<file path="src/rtl/midsort_arbiter.sv">
// midsort_arbiter
//   Two requesters share one fixed-latency 3x3 median sorter. One window is
//   granted per cycle (round-robin or fixed priority), registered into the
//   sorter, and the requester id is pushed into an in-order tag FIFO. Each
//   median leaving the sorter pops a tag and is routed back to its owner.
//   A halt/drain FSM lets software quiesce the sorter before reconfiguring it.
//
// Ports
//   clk, arstn           clock, synchronous active-low reset
//   cfg_prio_mode        0 = round-robin, 1 = fixed priority (req0 wins)
//   cfg_halt / halt_ack  stop-and-drain request / halted-and-drained status
//   reqN_valid/ready/win window request from requester N (ready = grant)
//   sort_din(_valid)     window issued to the sorter
//   sort_dout_data/valid median returned by the sorter
//   resN_data/valid      median routed to requester N
//   outstanding          windows in flight (tag FIFO count)
//   err_underflow        sticky: sorter result arrived with no tag
//
// Build option
//   MIDSORT_ARB_STATS_EN adds stat_grant0/stat_grant1, 16-bit saturating
//   per-requester handshake counters.
module midsort_arbiter #(
    parameter int DATA_WIDTH = 8,
    parameter int TAG_DEPTH  = 16
) (
    input  logic                             clk,
    input  logic                             arstn,
    input  logic                             cfg_prio_mode,
    input  logic                             cfg_halt,
    output logic                             halt_ack,
    input  logic                             req0_valid,
    output logic                             req0_ready,
    input  logic [9*DATA_WIDTH-1:0]          req0_win,
    input  logic                             req1_valid,
    output logic                             req1_ready,
    input  logic [9*DATA_WIDTH-1:0]          req1_win,
    output logic [9*DATA_WIDTH-1:0]          sort_din,
    output logic                             sort_din_valid,
    input  logic [DATA_WIDTH-1:0]            sort_dout_data,
    input  logic                             sort_dout_valid,
    output logic [DATA_WIDTH-1:0]            res0_data,
    output logic                             res0_valid,
    output logic [DATA_WIDTH-1:0]            res1_data,
    output logic                             res1_valid,
    output logic [$clog2(TAG_DEPTH):0]       outstanding,
    output logic                             err_underflow
`ifdef MIDSORT_ARB_STATS_EN
    ,
    output logic [15:0]                      stat_grant0,
    output logic [15:0]                      stat_grant1
`endif
);

    localparam int PW = $clog2(TAG_DEPTH);
    localparam int CW = PW + 1;

    typedef enum logic [1:0] {
        ST_RUN,
        ST_DRAIN,
        ST_HALTED
    } state_t;

    state_t                 state, state_nxt;
    logic                   rr_ptr;        // 0: req0 favoured on contention
    logic [TAG_DEPTH-1:0]   tag_mem;       // one bit per slot: owner id
    logic [PW-1:0]          wr_ptr, rd_ptr;
    logic [CW-1:0]          count;
    logic                   issue_ok, gnt0, gnt1, push, pop, pop_id;

    // Full is judged on the registered count only, so a pop in the same
    // cycle never makes room for a push; this keeps the grant path short.
    assign issue_ok = (state == ST_RUN) && (count != CW'(TAG_DEPTH));

    assign gnt0 = issue_ok && req0_valid &&
                  (!req1_valid || cfg_prio_mode || !rr_ptr);
    assign gnt1 = issue_ok && req1_valid &&
                  (!req0_valid || (!cfg_prio_mode && rr_ptr));

    assign req0_ready  = gnt0;
    assign req1_ready  = gnt1;
    assign push        = gnt0 || gnt1;
    assign pop         = sort_dout_valid && (count != '0);
    assign pop_id      = tag_mem[rd_ptr];
    assign outstanding = count;

    // Halt/drain FSM: next state
    always_comb begin
        state_nxt = state;
        case (state)
            ST_RUN:    if (cfg_halt) state_nxt = ST_DRAIN;
            ST_DRAIN: begin
                if (!cfg_halt)
                    state_nxt = ST_RUN;
                else if (count == '0 && !sort_dout_valid)
                    state_nxt = ST_HALTED;
            end
            ST_HALTED: if (!cfg_halt) state_nxt = ST_RUN;
            default:   state_nxt = ST_RUN;
        endcase
    end

    // FSM state register; halt_ack is registered from the next state so it
    // is high exactly while the FSM sits in HALTED.
    always_ff @(posedge clk) begin
        if (!arstn) begin
            state    <= ST_RUN;
            halt_ack <= 1'b0;
        end else begin
            state    <= state_nxt;
            halt_ack <= (state_nxt == ST_HALTED);
        end
    end

    // Grant pointer, tag FIFO and error flag
    always_ff @(posedge clk) begin
        if (!arstn) begin
            rr_ptr        <= 1'b0;
            wr_ptr        <= '0;
            rd_ptr        <= '0;
            count         <= '0;
            err_underflow <= 1'b0;
        end else begin
            // Pointer moves to whichever requester did not just win.
            if (push) rr_ptr <= gnt0;
            if (push) begin
                tag_mem[wr_ptr] <= gnt1;
                wr_ptr          <= wr_ptr + 1'b1;
            end
            if (pop) rd_ptr <= rd_ptr + 1'b1;
            case ({push, pop})
                2'b10:   count <= count + 1'b1;
                2'b01:   count <= count - 1'b1;
                default: count <= count;
            endcase
            // A result with no tag is dropped; stale results after a reset
            // land here too.
            if (sort_dout_valid && count == '0) err_underflow <= 1'b1;
        end
    end

    // Issue register: data holds while valid is low
    always_ff @(posedge clk) begin
        if (!arstn) begin
            sort_din       <= '0;
            sort_din_valid <= 1'b0;
        end else begin
            sort_din_valid <= push;
            if (push) sort_din <= gnt0 ? req0_win : req1_win;
        end
    end

    // Return routing: data of the non-owner holds
    always_ff @(posedge clk) begin
        if (!arstn) begin
            res0_data  <= '0;
            res0_valid <= 1'b0;
            res1_data  <= '0;
            res1_valid <= 1'b0;
        end else begin
            res0_valid <= pop && !pop_id;
            res1_valid <= pop && pop_id;
            if (pop && !pop_id) res0_data <= sort_dout_data;
            if (pop && pop_id)  res1_data <= sort_dout_data;
        end
    end

`ifdef MIDSORT_ARB_STATS_EN
    always_ff @(posedge clk) begin
        if (!arstn) begin
            stat_grant0 <= '0;
            stat_grant1 <= '0;
        end else begin
            if (gnt0 && stat_grant0 != 16'hFFFF) stat_grant0 <= stat_grant0 + 1'b1;
            if (gnt1 && stat_grant1 != 16'hFFFF) stat_grant1 <= stat_grant1 + 1'b1;
        end
    end
`endif

endmodule
</file>
<file path="config.mk">
export PLATFORM = sky130hd
export DESIGN_NAME = midsort_arbiter
export DESIGN_NICKNAME = d
export VERILOG_FILES = /design/src/rtl/midsort_arbiter.sv
export SDC_FILE = /design/constraint.sdc
export NUM_CORES = 1
export LEC_CHECK = 0
export ABC_AREA = 1
export ABC_CLOCK_PERIOD_IN_PS = 3200
export CAP_MARGIN = 0
export CORE_MARGIN = 3
export CORE_UTILIZATION = 43
export CTS_CLUSTER_SIZE = 12
export DETAILED_ROUTE_END_ITERATION = 12
export PLACE_DENSITY = 0.79
export SYNTH_ARGS = -nofsm -noshare
export SYNTH_HDL_FRONTEND = slang
export SYNTH_SLANG_ARGS = --single-unit
</file>
<file path="constraint.sdc">
create_clock -name clk -period 3.2 [get_ports clk]
set_clock_uncertainty 0.1 [all_clocks]
set_input_delay 0.48 -clock clk [delete_from_list [all_inputs] [get_ports clk]]
set_output_delay 0.48 -clock clk [all_outputs]
set_load 0.05 [all_outputs]
</file>
; ---- Yosys cells after proc, flatten, opt, wreduce, memory -nomap -nowiden
; Index checks and enable logic that the tools add are counted.
[word_totals]
register_bits = 125
input_bits = 159
out_inout_bits = 100
elab_cells = 66
[op_classes]
n_addsub = 4
order_cmp = 3
eq_ne = 6
n_mux = 12
reduce_logical = 27
[op_table]
columns = op, count
row1 = 2-to-1 mux 72 bit, 1
row2 = bitwise mux 16 bit, 1
row3 = logical AND 1 bit, 12
row4 = less-than comparator 4 x 5 -> 1 bit (second input constant), 2
row5 = case mux 5 bit (2 select lines), 1
row6 = adder 4 x 1 -> 4 bit (second input constant), 2
row7 = 2-to-1 mux 2 bit, 4
row8 = == test 2 bit (second input constant), 3
row9 = zero test 1 bit, 6
row10 = case mux 2 bit (3 select lines), 1
row11 = adder 5 x 1 -> 5 bit (second input constant), 1
row12 = zero test 5 bit, 1
row13 = inequality test 5 bit (second input constant), 1
row14 = nonzero test 5 bit, 1
row15 = subtractor 5 x 1 -> 5 bit (second input constant), 1
row16 = binary-select mux 1 bit (select 4 bit), 1
row17 = demux 1 bit (select 4 bit), 1
row18 = == test 2 x 1 -> 1 bit (second input constant), 2
row19 = greater-or-equal comparator 4 x 1 -> 1 bit (second input constant), 1
row20 = logical OR 1 bit, 4
row21 = zero test 2 bit, 1
row22 = 2-to-1 mux 1 bit, 2
row23 = AND reduction 2 bit, 1
row24 = nonzero test 2 bit, 1

; ---- Depth between registers and ports, before layout
; Gate-level depths: netlist (run 1).
[depth]
ltp_word = 7
ltp_mapped = 19
depth_no_buf = 18

; ---- Worst setup path before layout (run 1)
; Ideal clock, no wire load.
[synth_timing]
path_type = register to register
start = register count[1] (netlist: outstanding[1])
end = register count[4] (netlist: outstanding[4])
setup_ns = 0.117
t_arrival_ns = 2.806
required_ns = 2.983
path_slack_ns = 0.177
stages_incl_launch_ff = 17
path_buffers = 1
synth_period_minus_slack_ns = 3.023
cell_sequence = dfxtp_1 > inv_1 > nand4_1 > nand3_1 > a21oi_4 > inv_1 > buf_2 > ha_1 > ha_1 > nand2_1 > nand2_1 > a21oi_1 > nor2_1 > nor2_1 > nand2_1 > o21ai_0 > nor2_1
[synth_via]
elab_chain_cells = 7
elab_cells_between_ends = 15
cone_classes = add/sub (2) / eq/ne (3) / mux (1) / reduce/logical (9)
[synth_rtl]
columns = item, line
row1 = from (decl), 67  ; logic [CW-1:0] count;
row2 = from (signal assigned), 131  ; 2'b10: count <= count + 1'b1;
row3 = from (signal assigned), 132  ; 2'b01: count <= count - 1'b1;
row4 = from (signal assigned), 133  ; default: count <= count;
row5 = inequality test 5 bit, 72  ; assign issue_ok = (state == ST_RUN) && (count != CW'(TAG_DEPTH));
row6 = logical AND 1 bit, 72
row7 = "logical AND 1 bit, on equally long branches (2 in a row)", "74, 76"
row8 = logical OR 1 bit, 81  ; assign push = gnt0 || gnt1;
row9 = == test 2 x 1 -> 1 bit or == test 2 bit (tied branches), 130  ; case ({push, pop})
row10 = case mux 5 bit (2 select lines) or nonzero test 2 bit (tied branches), -
; Parallel ways exist; a longest one is shown, timed or not.
; A chain may end at the register's enable or synchronous reset.

; ---- Final worst setup path (run 1)
[layout_timing]
start = input req0_valid
end = register count[4] (netlist: outstanding[4])
[layout_via]
elab_chain_cells = 6
elab_cells_between_ends = 10
cone_classes = eq/ne (2) / mux (1) / reduce/logical (7)
[layout_rtl]
columns = item, line
row1 = from (decl), 31  ; input logic req0_valid,
row2 = zero test 1 bit, 77  ; (!req0_valid || (!cfg_prio_mode && rr_ptr));
row3 = logical OR 1 bit, 77
row4 = logical AND 1 bit, 76  ; assign gnt1 = issue_ok && req1_valid &&
row5 = logical OR 1 bit (*), 81
row6 = == test 2 x 1 -> 1 bit or == test 2 bit (tied branches), 130
row7 = case mux 5 bit (2 select lines) or nonzero test 2 bit (tied branches), -
; Every way passes the cells marked *; elsewhere a longest branch is shown, timed or not.

==> impl_metrics.toml, run 1 <==
[outcome]
outcome = "finished, final reports clean"

[timing]
tns_ns = 0
fmax_ghz = 0.3658
final-setup-viol-count = 0
slew_violations = 0
fin_crit_sh_pct = 85.42
setup_ws_ns = 0.4666
hold_viol_final = 0
rsz0062_at_grt = "false"
post-route-min-period_ns = 2.733
max_slew_margin_pct = 19.96
max_slew.worst_pin.slew_ns = 1.199

[worst_hold_path]
holdCritStartpoint = "arstn"
holdPathStages = 3
hp-class = "primary input to register"
hold_end = "outstanding[4]"

[critical_path]
start_kind = "primary input"
crit_slowest_cell = "clkdlybuf4s50_1"
cp-end-kind = "register"
r2r_setup_slack_ns = 0.52
crit_path_max_incr_delay_ns = 0.49
critical_path_required_ns = 3.41
r2r_start = "outstanding[1]"
worst-path-buf-inv = 4
worstPathArrival_ns = 2.94
cp_top_family = "buffers and inverters"
cp_common_cell = "nand2_1"
cp_cell_sequence = "clkdlybuf4s50_1, o21ai_1, nand2_1, nand2_2, a21oi_4, inv_1, ha_1, inv_1, fa_1, inv_1, nand2_1, nand2_1, a21oi_1, nor2_1, nor2_1, nand2_1, o21ai_0, nor2_1"
cp_max_fo = 4
reg2reg_to = "outstanding[4]"
r2r_cells = 17
worstSetupPathType = "primary input to register"

[detailed_routing]
avgViaCountPerCell = 4.666
drc_errors = 0
wl_per_cell_um = 13.77
vias = 6029
firstDrtPassIters = 4
drtIter0Drc = 369
route.antenna.remaining_nets = 0
wirelength_um = 17800

[cts]
cts_num_sinks = 125
insertion_delay_ns = 0.41
hold_buffers = 0
cts_root_buffer = "clkbuf_16"
clk_pin_slew_worst_paths_ns = 0.05
cts_buffers = 17
ctsHtreeMaxLevel = 4
clockBufferDepth = 2
post_cts_resized = 0
cts_tree = "built"
cts_setup_buffers = 0

[synth]
synth_warnings = 0
yosysTopAreaCell = "dfxtp_1"
synth.area.mux_share_pct = 0
synthCells = 867
synth_top_area_share_pct = 35.63
synth_top_family_by_area = "simple AND/OR/NAND/NOR gates"
yosysUniqueCellTypes = 31
synth_xor_area_share_pct = 0.4290
ys_seq_elements = 125
synth-compound-area-share_pct = 12.32
syn_nets = 1036
yosys.area_share.simple_pct = 29.62
synthAdderAreaFrac_pct = 2.165
syn_area_mm2 = 0.006125
yosysSeqAreaShare_pct = 43.47
synthTopCellsByArea = "dfxtp_1 36%, nand2_1 17%, inv_1 7.9%"
avgSynthCellArea_um2 = 7.064

[floorplan]
die_h_um = 125.3
start_util_pct = 45.17
num_io_pins = 259
row_count = 42
core_mm2 = 0.01356
design.die.area_mm2 = 0.01571
die_w_um = 125.3

[finish]
stdcell_area_mm2 = 0.009382
area_delta_synth_final_pct = 53.18
multiInputGateArea_mm2 = 0.002728
fin_nets = 1272
fill_cells = 1125
drive_above_1_share_pct = 3.943
antennaDiodeCount = 0
seqCellArea_mm2 = 0.002663

[grt]
antenna_found_initial = 0
grt_max_degree = 134
groute.usage.overall_pct = 22.42
grt_pass1_vias = 5734
grt_overflow_total = 0
grt_pass1_wl_um = 28390

[placed_design]
place_area_mm2 = 0.008792
place.gp.congestion = 0.8430
io_buffers = 258
dp_slack_ns = 0.03532
hpwl_um = 12770

[pwr]
powerDensity_mw_per_mm2 = 757.1
vdd_drop_max_mv = 0.4104
p_leak_uw = 0.004335

[flow_run]
cap_violations = 0
synth_stat cells, drive strengths merged:
cell type	n
nand2	277
o21a	64
o31ai	1
fa	1
a211oi	2
edfxtp	16
nand3	95
a21oi	24
clkbuf	23
xnor2	2
ha	9
nand3b	1
clkinv	1
xor2	1
buf	24
nor3	4
dfxtp	109
nand4	10
or2	1
o21ai	24
inv	132
nor2	46
worst register-to-register path: stages, from the launching register on:
cell	delay [ns]
dfxtp_1	0.38
inv_1	0.11
nand4_1	0.11
nand3_1	0.20
a21oi_4	0.22
inv_1	0.09
ha_1	0.26
inv_1	0.12
fa_1	0.22
inv_1	0.05
nand2_1	0.06
nand2_1	0.05
a21oi_1	0.16
nor2_1	0.06
nor2_1	0.13
nand2_1	0.06
o21ai_0	0.14
nor2_1	0.05
flip-flops by register name, summed over array words and instances, names as in the netlist, 2 cells and up:
| register | cells |
|---|---|
| tag_mem | 16 |
| res1_data | 8 |
| outstanding | 5 |
| res0_data | 8 |
| wr_ptr | 4 |
| state | 2 |
| sort_din | 72 |
| rd_ptr | 4 |
cell usage in the layout, fill, tap and decap left out, types with 2 or more instances in the layout:
cell / n
a211oi_1: 2
a21oi_1: 23
buf_12: 5
buf_4: 4
bufinv_16: 4
clkbuf_1: 5
clkbuf_16: 17
clkdlybuf4s50_1: 255
clkinv_1: 5
clkinv_2: 2
dfxtp_1: 109
edfxtp_1: 16
ha_1: 9
inv_1: 129
inv_2: 3
nand2_1: 274
nand2_2: 3
nand3_1: 92
nand3_2: 3
nand4_1: 10
nor2_1: 45
nor3_1: 4
o21a_1: 64
o21ai_0: 17
o21ai_1: 7
xnor2_1: 2
per-stage QoR:
stage | cells | hold slack (ns) | power [uW] | util, %
floorplan | 867 | 0.3403 | 4186 | -
global placement | 1260 | 0.3490 | 5162 | 64.85
detailed placement | 1260 | 0.3564 | 5198 | 64.85
CTS | 1292 | 0.3219 | 7157 | 69.20
global route | 1292 | 0.3474 | 7483 | 69.20
finish | 1292 | 0.3390 | 7102 | 69.20
cell type report:
class	count	share of cell area [%]
Inverter	133	5.321
Tap cell	176	2.347
Sequential cell	125	28.38
Timing Repair Buffer	264	28.59
Clock inverter	10	1.547
Multi-Input combinational cell	562	29.07
Clock buffer	22	4.735
kinds of logic after synthesis:
| group | count (synthesis) |
|---|---|
| compound gates | 115 |
| fa+ha+maj | 10 |
| buf+inv | 180 |
| simple gates | 434 |
| xor+xnor | 3 |
| flops | 125 |
worst max path at each step:
| stage | start | endpoint | slack, ns | cells after the start |
|---|---|---|---|---|
| after global placement | req0_valid | tag_mem[4] | 0.12 | 10 |
| after global routing | req0_valid | outstanding[4] | 0.19 | 18 |
| final | req0_valid | outstanding[4] | 0.47 | 18 |
| after detailed placement | req0_valid | tag_mem[12] | 0.04 | 10 |
| after CTS | req0_valid | tag_mem[12] | 0.46 | 10 |
| after floorplan | outstanding[1] | outstanding[4] | 0.18 | 16 |
layer usage:
metal,global-route usage [%],vias to the layer above,wire (um)
met5,0,-,0
met4,7.844,0,251
met3,8.188,19,1405
met2,39.86,185,9093
met1,24.64,2633,7047
li1,-,3192,-
where the power goes:
group | total [uW] | internal (uW) | switching, uW | leakage [uW]
clock network | 1950 | 1290 | 659 | 0.000286
registers | 2080 | 1890 | 182 | 0.00105
logic | 3080 | 1090 | 1990 | 0.00300
No activity file was read; power rests on OpenSTA's default activity.
==> inputs of run 2 (changes only) <==
--- a/config.mk
+++ b/config.mk
@@ -5,11 +5,10 @@
 export SDC_FILE = /design/constraint.sdc
 export NUM_CORES = 1
 export LEC_CHECK = 0
-export ABC_AREA = 1
 export ABC_CLOCK_PERIOD_IN_PS = 3200
 export CAP_MARGIN = 0
 export CORE_MARGIN = 3
-export CORE_UTILIZATION = 43
+export CORE_UTILIZATION = 41
 export CTS_CLUSTER_SIZE = 12
 export DETAILED_ROUTE_END_ITERATION = 12
 export PLACE_DENSITY = 0.79
==> run 2 against run 1 <==
  * First-iteration DRC count decreased by 5.1%
  * Core utilization decreased by 1.0 points
  * Combinational power decreased by 6%
  * Maximum frequency decreased by 4.0%
  * Clock power decreased by 2%
  * Critical path type is now register to register
  * Largest power group unchanged
==> impl_metrics.toml, run 2 <==
[outcome]
outcome = "finished, final reports clean"

[cts]
cts_setup_buffers = 0
cts_num_sinks = 125
ctsHtreeMaxLevel = 4
clockBufferDepth = 2
clk_pin_slew_worst_paths_ns = 0.05
cts_buffers = 17
cts_root_buffer = "clkbuf_16"
cts_tree = "built"
insertion_delay_ns = 0.41
hold_buffers = 0
post_cts_resized = 0

[finish]
stdcell_area_mm2 = 0.008711
largest_reg_flops = 72
final_cell_mix = "255 x clkdlybuf4s50_1, 145 x nor3_1, 109 x dfxtp_1"
fin_nets = 1044
reg_top3 = "sort_din x72, tag_mem x16"
seqCellArea_mm2 = 0.002663
area_delta_synth_final_pct = 61.08
fill_cells = 991
antennaDiodeCount = 0
largest-register = "sort_din"
drive_above_1_share_pct = 6.095
final_common_cell = "clkdlybuf4s50_1"
fin_util_pct = 68.19
multiInputGateArea_mm2 = 0.002506

[pwr]
powerDensity_mw_per_mm2 = 792.6
vdd_drop_max_mv = 0.3779
p_leak_uw = 0.003287

[timing]
fin_crit_sh_pct = 88.98
slew_violations = 0
max_slew.worst_pin.slew_ns = 0.8257
max_slew_margin_pct = 44.95
final-setup-viol-count = 0
setup_ws_ns = 0.3527
post-route-min-period_ns = 2.847
hold_viol_final = 0
tns_ns = 0
rsz0062_at_grt = "false"
fmax_ghz = 0.3512

[critical_path]
cp_max_fo = 5
worstSetupPathType = "register to register"
worstPathArrival_ns = 3.09
start_kind = "register"
cp-end-kind = "register"
r2r_cells = 11
r2r_start = "outstanding[0]"
r2r_setup_slack_ns = 0.35
critical_path_required_ns = 3.44
reg2reg_to = "outstanding[4]"

[synth]
synthCells = 634
synth_top_family_by_area = "simple AND/OR/NAND/NOR gates"
yosysTopAreaCell = "dfxtp_1"
avgSynthCellArea_um2 = 8.529
synth_top_area_share_pct = 40.35
synth-edff-count = 16
syn_nets = 803
synthTopCellsByCount = "145 x nor3_1, 109 x dfxtp_1, 91 x nor2_1"
yosysUniqueCellTypes = 39
async_reset_ff_share_pct = 0
synthAdderAreaFrac_pct = 2.453
yosysMostFrequentCell = "nor3_1"
synth_ff_type = "dfxtp_1"
synth.area.mux_share_pct = 5.599
synthTopCellsByArea = "dfxtp_1 40%, nor3_1 13%, edfxtp_1 8.9%"
yosys.area_share.simple_pct = 27.56
synth-compound-area-share_pct = 9.278
synth_warnings = 0
synth_xor_area_share_pct = 1.458
ys_seq_elements = 125
syn_area_mm2 = 0.005408
yosysSeqAreaShare_pct = 49.24

[grt]
grt_overflow_total = 0
grt_pass1_vias = 5566
grt_pass1_wl_um = 27920
grt_max_degree = 81
groute.usage.overall_pct = 24.25
antenna_found_initial = 0

[detailed_routing]
route.antenna.remaining_nets = 0
drtIter0Drc = 350
wl_per_cell_um = 17.27
drc_errors = 0
wirelength_um = 18270
firstDrtPassIters = 4
avgViaCountPerCell = 5.262
vias = 5567

[placed_design]
hpwl_um = 12960
dp_slack_ns = 0.08600
place_area_mm2 = 0.008118
place.gp.congestion = 0.9112
io_buffers = 258

[floorplan]
row_count = 41
die_h_um = 120.8
core_mm2 = 0.01277
start_util_pct = 42.34
design.die.area_mm2 = 0.01460
num_io_pins = 259
die_w_um = 120.8

[worst_hold_path]
holdPathStages = 2
hold_end = "res1_data[1]"
hp-class = "register to register"
holdCritStartpoint = "res1_data[1]"

[flow_run]
cap_violations = 0
## run 2: worst max path at each step
stage,startpoint,end,slack (ns),cells past startpoint
3_3_place_gp,req0_valid,outstanding[4],0.16,11
4_1_cts,outstanding[0],outstanding[4],0.38,11
5_1_grt,outstanding[0],outstanding[4],0.15,11
2_1_floorplan,outstanding[0],outstanding[4],0.01,11
3_5_place_dp,req0_valid,outstanding[4],0.09,11
6_report,outstanding[0],outstanding[4],0.35,11
## run 2: final cells by class
class	instances	share of cell area (%)
Sequential cell	125	30.57
Clock buffer	24	5.875
Inverter	11	0.4740
Multi-Input combinational cell	451	28.77
Clock inverter	6	0.9336
Timing Repair Buffer	269	30.91
Tap cell	172	2.471
## run 2: cells by family (layout without fill, tap and decap cells)
logic type               after synthesis  in the layout
flip-flops                           125            125
AO/OA/AOI/OAI                         88             88
buffers and inverters                 58            310
XOR/XNOR                               9              9
adder cells (fa/ha/maj)               10             10
AND/OR/NAND/NOR                      315            315
multiplexers                          29             29
## run 2: through the flow
step	power, uW	hold WS (ns)	instances
finish	6904	0.3573	1058
global route	7197	0.3853	1058
CTS	6943	0.3594	1058
detailed placement	5009	0.3497	1028
global placement	4943	0.3441	1028
floorplan	3979	0.3863	634
## run 2: where the power goes
group          leakage (uW)  total [uW]  switching, uW  internal, uW
clock network      0.000298        1910            657          1260
registers           0.00105        2100            203          1890
logic               0.00194        2900           1850          1040
## run 2: critical path, cell delays in order, from the launching register on
cell       delay, ns
dfxtp_1         0.37
nor4_4          0.47
a2111oi_4       0.14
inv_2           0.09
ha_1            0.23
inv_1           0.10
fa_1            0.40
nor2b_1         0.12
o21ai_0         0.13
and3_1          0.22
nor3_1          0.19
mux2i_1         0.20
## run 2: per-layer routing
| metal | GRT usage (%) | part of all wire (%) | wire length, um |
|---|---|---|---|
| met4 | 9.986 | 3.1 | 570 |
| met3 | 8.980 | 9.0 | 1645 |
| met2 | 40.60 | 49 | 8934 |
| met5 | 0 | 0 | 0 |
| met1 | 27.90 | 39 | 7123 |
